**src/rtl/fpalu_seq_pkg.sv**
```systemverilog
// fpalu_seq_pkg: state encoding and constants shared by the FP ALU issue sequencer
package fpalu_seq_pkg;
    typedef enum logic [1:0] {IDLE, DRAIN, BUSY, RESP} state_t;
    localparam logic OP_ADD = 1'b0;
    localparam logic OP_MUL = 1'b1;
    localparam logic [31:0] QNAN_ABORT = 32'h7FC0_0000;
endpackage

```
**src/rtl/fpalu_seq_timeout.sv**
```systemverilog
// fpalu_seq_timeout: watchdog counter, cleared while idle, counts while an op is outstanding
module fpalu_seq_timeout
    import fpalu_seq_pkg::*;
#(
    parameter int unsigned TIMEOUT_CYCLES = 64
) (
    input  logic clock,
    input  logic reset,
    input  logic clear,
    input  logic enable,
    output logic expire
);
    localparam int unsigned TW = $clog2(TIMEOUT_CYCLES);
    logic [TW-1:0] timer;
    assign expire = timer == TW'(TIMEOUT_CYCLES - 1);
    always_ff @(posedge clock or negedge reset) begin
        if (!reset) timer <= '0;
        else if (clear) timer <= '0;
        else if (enable) timer <= timer + 1'b1;
    end
endmodule

```
**src/rtl/fpalu_issue_seq.sv**
```systemverilog
// fpalu_issue_seq: issues add/mul commands to the fpalu and returns result/flow or a watchdog abort.
// Define FPALU_SEQ_STATS_EN to add saturating op/overflow/timeout counters.
module fpalu_issue_seq
    import fpalu_seq_pkg::*;
#(
    parameter int unsigned TIMEOUT_CYCLES = 64
`ifdef FPALU_SEQ_STATS_EN
    , parameter int unsigned CNT_W = 16
`endif
) (
    input  logic             clock,
    input  logic             reset,
    input  logic             cmd_valid,
    output logic             cmd_ready,
    input  logic [31:0]      cmd_a,
    input  logic [31:0]      cmd_b,
    input  logic             cmd_op,
    output logic [31:0]      alu_a,
    output logic [31:0]      alu_b,
    output logic             alu_op,
    output logic             alu_start,
    input  logic [31:0]      alu_result,
    input  logic             alu_flow,
    input  logic             alu_done,
    output logic             rsp_valid,
    input  logic             rsp_ready,
    output logic [31:0]      rsp_result,
    output logic             rsp_flow,
`ifdef FPALU_SEQ_STATS_EN
    output logic [CNT_W-1:0] stat_ops,
    output logic [CNT_W-1:0] stat_flow,
    output logic [CNT_W-1:0] stat_tmo,
`endif
    output logic             rsp_timeout
);
    state_t state;
    logic   active;
    logic   capture;
    logic   expire;

    assign active  = state == DRAIN || state == BUSY;
    assign capture = state == BUSY && alu_done;

    fpalu_seq_timeout #(.TIMEOUT_CYCLES(TIMEOUT_CYCLES)) u_timeout (
        .clock  (clock),
        .reset  (reset),
        .clear  (state == IDLE),
        .enable (active),
        .expire (expire)
    );

    // DRAIN waits for a stale done to fall so only a fresh done edge is captured in BUSY
    always_ff @(posedge clock or negedge reset) begin
        if (!reset) begin
            state       <= IDLE;
            cmd_ready   <= 1'b1;
            alu_a       <= '0;
            alu_b       <= '0;
            alu_op      <= OP_ADD;
            alu_start   <= 1'b0;
            rsp_valid   <= 1'b0;
            rsp_result  <= '0;
            rsp_flow    <= 1'b0;
            rsp_timeout <= 1'b0;
        end else begin
            case (state)
                IDLE: if (cmd_valid) begin
                    alu_a     <= cmd_a;
                    alu_b     <= cmd_b;
                    alu_op    <= cmd_op;
                    alu_start <= 1'b1;
                    cmd_ready <= 1'b0;
                    state     <= DRAIN;
                end
                DRAIN, BUSY: if (capture || expire) begin
                    rsp_result  <= capture ? alu_result : QNAN_ABORT;
                    rsp_flow    <= capture && alu_flow;
                    rsp_timeout <= !capture;
                    alu_start   <= 1'b0;
                    rsp_valid   <= 1'b1;
                    state       <= RESP;
                end else if (state == DRAIN && !alu_done) begin
                    state <= BUSY;
                end
                RESP: if (rsp_ready) begin
                    rsp_valid <= 1'b0;
                    cmd_ready <= 1'b1;
                    state     <= IDLE;
                end
                default: state <= IDLE;
            endcase
        end
    end

`ifdef FPALU_SEQ_STATS_EN
    logic accept;
    logic abort;
    assign accept = state == IDLE && cmd_valid;
    assign abort  = active && expire && !capture;
    always_ff @(posedge clock or negedge reset) begin
        if (!reset) begin
            stat_ops  <= '0;
            stat_flow <= '0;
            stat_tmo  <= '0;
        end else begin
            if (accept) stat_ops <= stat_ops + {{(CNT_W-1){1'b0}}, ~&stat_ops};
            if (capture && alu_flow) stat_flow <= stat_flow + {{(CNT_W-1){1'b0}}, ~&stat_flow};
            if (abort) stat_tmo <= stat_tmo + {{(CNT_W-1){1'b0}}, ~&stat_tmo};
        end
    end
`endif
endmodule

```
**config.mk**
```make
export PLATFORM = sky130hd
export DESIGN_NAME = fpalu_issue_seq
export DESIGN_NICKNAME = d
export VERILOG_FILES = /design/src/rtl/fpalu_seq_pkg.sv /design/src/rtl/fpalu_seq_timeout.sv /design/src/rtl/fpalu_issue_seq.sv
export SDC_FILE = /design/constraint.sdc
export NUM_CORES = 1
export LEC_CHECK = 0
export CORE_MARGIN = 2
export CORE_UTILIZATION = 30
export CTS_BUF_LIST = sky130_fd_sc_hd__clkbuf_4
export CTS_CLUSTER_DIAMETER = 40
export DETAILED_ROUTE_END_ITERATION = 6
export SLEW_MARGIN = 30
export SYNTH_ARGS = -nofsm -noshare
export SYNTH_HDL_FRONTEND = slang
export SYNTH_HIERARCHICAL = 1
export SYNTH_SLANG_ARGS = --single-unit
```
**constraint.sdc**
```tcl
create_clock -name clock -period 2 [get_ports clock]
set_input_delay 0.4 -clock clock [delete_from_list [all_inputs] [get_ports clock]]
set_output_delay 0.4 -clock clock [all_outputs]
set_load 0.01 [all_outputs]
```
==> results.sh <==
export IMPL_rsz0062_at_grt="false"
export IMPL_gr_total_overflow=0
export IMPL_slowest_stage="clkdlybuf4s50_1"
export IMPL_grt_usage_pct=13.6
export IMPL_p_comb_share_pct=50.8
export IMPL_drive_gt1_share_pct=19.4
export IMPL_synthDistinctLibCells=30
export IMPL_io_pins=205
export IMPL_via_count=3150
export IMPL_synthSimpleGateAreaFrac_pct=4.01
export IMPL_ys_seq_area_share_pct=64.0
export IMPL_maxSlewHeadroom_pct=60.7
export IMPL_vias_per_cell=4.56
export IMPL_path_cells="clkdlybuf4s50_1"
export IMPL_reg2reg_setup_slack_ns=0.17
export IMPL_die_width_um=124
export IMPL_switching_share_pct=32.6
export IMPL_path_depth=1
export IMPL_grt_pass1_wl_um=16000
export IMPL_drv_slew=0
export IMPL_hold_class="input port to register"
export IMPL_num_antenna_cells=0
export IMPL_yosys_area_top_type="dfrtp_1"
export IMPL_grt_max_degree=111
export IMPL_clk_path_buf_depth=2
export IMPL_synth_compound_area_share_pct=8.87
export IMPL_post_drt_wl_per_cell_um=15.3
export IMPL_firstDrtPassIters=4
export IMPL_required_ns=1.60
export IMPL_synthAdderAreaFrac_pct=1.45
export IMPL_cp_arrival_ns=1.45
export IMPL_register_area_sq_mm=0.00275
export IMPL_htreeDepth=3
export IMPL_synth_flop_cell="dfrtp_1"
export IMPL_cts_root_buf="clkbuf_4"
export IMPL_p_seq_share_pct=38.9
export IMPL_die_area_sq_mm=0.0153
export IMPL_area_delta_synth_final_pct=55.6
export IMPL_startpoint_type="register"
export IMPL_worstMarginPinSlew_ns=0.590
export IMPL_critPathCapture="rsp_result[17]"
export IMPL_final_cell_area_sq_mm=0.00670
export IMPL_placementRows=43
export IMPL_gp_congestion=0.718
export IMPL_synthMostInstantiatedCell="dfrtp_1"
export IMPL_crit_fanout=2
export IMPL_clock_sinks=110
export IMPL_finalSetupViolCount=0
export IMPL_start_util_pct=30.9
export IMPL_core_area_sq_mm=0.0139
export IMPL_drc=0
export IMPL_numCtsBuffers=9
export IMPL_cts_tree="yes"
export IMPL_drtIter0Drc=143
export IMPL_cellPowerDensity_mw_per_mm2=1460
export IMPL_reg2reg_depth=6
export IMPL_finClkSkew_ns=0.0158
export IMPL_fin_crit_sh_pct=92.5
export IMPL_syn_area_per_cell_sq_um=14.5
export IMPL_p_int_mw=6.61
export IMPL_syn_nets=405
export IMPL_io_buffers=204
export IMPL_synth_top_family_by_area="multiplexers"
export IMPL_muxShareOfSynthArea_pct=18.0
export IMPL_yosys_top_cells_count="dfrtp_1, mux2_2, a22o_1, a21oi_1, nor2_1"
export IMPL_critPathLaunch="rsp_result[17]"
export IMPL_synth_xor_area_share_pct=0.814
export IMPL_netlist_area_sq_mm=0.00430
export IMPL_synth_top_cell_area_share_pct=63.4
export IMPL_nets=614
export IMPL_path_class="register to primary output"
export IMPL_synth_warnings=6
export IMPL_drt_wl_total_um=10600
export IMPL_p_sw_mw=3.20
export IMPL_cp_buffers_inverters=1
export IMPL_critPathMaxStageDelay_ns=0.56
export IMPL_grt_pass1_vias=3204
export IMPL_antenna_found_initial=0
export IMPL_die_h_um=124
export IMPL_synth_area_top_cells="dfrtp_1, mux2_2, a22o_1"
export IMPL_cp_end_kind="primary output"
export IMPL_utilization_pct=48.1
export IMPL_synth_seq_cells=110
export IMPL_n_fill_cell=1219
export IMPL_dp_hpwl_um=7480
export IMPL_synthArstFlopShare_pct=100
export IMPL_max_vdd_ir_drop_mv=0.632
export IMPL_outcome="finished clean"
export IMPL_syn_inst=297
export IMPL_r2r_start="u_timeout/timer[0]"
export IMPL_fin_crit_ns=1.85
export IMPL_clk_latency_ns=0.47
export IMPL_r2r_end="state[1]"
export IMPL_p_leak_nw=2.81
export IMPL_cp_top_family="buffers and inverters"
export IMPL_maxCapViolCount=0
export IMPL_ant_nets=0
export IMPL_placed_area_sq_mm=0.00657
export IMPL_synth_edf_count=0
export IMPL_multi_input_area_sq_mm=0.00143
export IMPL_fmax_mhz=541
export IMPL_p_clk_share_pct=10.3
export IMPL_tns_ns=0
export IMPL_hold_viol=0
export IMPL_clkTransAtPathRegs_ns=0.16
## how the worst min path moves through the flow
| stage | depth (start not counted) | endpoint | from |
|---|---|---|---|
| finish | 3 | rsp_result[25] | alu_result[25] |
| global route | 2 | rsp_result[7] | alu_result[7] |
| CTS | 2 | rsp_result[19] | alu_result[19] |
| detailed placement | 1 | alu_b[8] | alu_b[8] |
| global placement | 2 | rsp_timeout | rsp_timeout |
| floorplan | 0 | alu_a[0] | reset |
## area by class of cell
class	count	area share, %
well taps	180	3.36
flip-flops and latches	110	41.1
inverters	2	0.112
clock buffers	12	1.35
clock inverters	4	0.355
repair buffers	215	32.3
multi-input cells	168	21.4
## per-stage QoR
stage	total power, mW	hold slack [ns]	cells	setup slack, ns
after detailed placement	8.91	0.491	674	0.0546
final	9.81	0.503	691	0.150
after global routing	10.5	0.432	691	0.0323
after global placement	8.80	0.484	674	0.133
after floorplan	6.18	0.104	297	0.377
after CTS	9.96	0.448	691	0.0619
## power groups by stage
stage	Combinational, mW	Clock, mW	Sequential (mW)
6_report	4.98	1.01	3.81
2_1_floorplan	1.90	0	4.28
3_5_place_dp	5.05	0	3.86
3_3_place_gp	4.96	0	3.84
5_1_grt	5.36	1.18	3.94
4_1_cts	5.05	1.08	3.82
## repair_timing
item | CTS | global route
resized for setup | 1 | 2
setup endpoints to repair | 1 | 24
hold buffers | 1 | 0
buffers inserted | 0 | 0
pin swaps | 0 | 0
hold endpoints to repair | 109 | 0
## metal layers
layer / routed length (um) / GRT usage [%] / share of wire (%)
met5: 0 / 0 / 0
met4: 107 / 3.62 / 1.0
met3: 1050 / 6.68 / 9.9
met2: 4930 / 21.5 / 47
met1: 4480 / 16.7 / 42
## registers in the layout, indices dropped and copies added, names as in the netlist
register,flops
state,2
rsp_timeout,1
rsp_valid,1
rsp_flow,1
u_timeout/timer,6
alu_b,32
alu_start,1
alu_op,1
cmd_ready,1
alu_a,32
rsp_result,32
## placed cells by master (no fill, tap or decap), types with 2 or more instances in the layout
cell             Yosys  layout
a21oi_1             23      23
a22o_1              24      24
buf_12               0       3
buf_4                3       8
clkbuf_4             0      12
clkdlybuf4s50_1      0     201
clkinvlp_4           0       2
dfrtp_1            109     109
ha_1                 5       5
inv_1                2       2
mux2_2              67      67
mux2i_1              2       2
nand2_1              6       5
nand2b_1             2       2
nand3_1              2       2
nand4_1              2       2
nor2_1              17      17
nor2b_1              2       2
o21ai_0              3       3
xor2_1               3       3
## cells by family (layout without fill, tap and decap cells)
kind of cell | after synthesis | count (layout)
DFF | 110 | 110
buffers and inverters | 19 | 233
xor gates and xnor gates | 4 | 4
adders and majority gates | 5 | 5
AOI/OAI and AO/OA | 54 | 54
and+or+nand+nor | 36 | 36
muxes | 69 | 69
No activity file was read; power rests on OpenSTA's default activity.
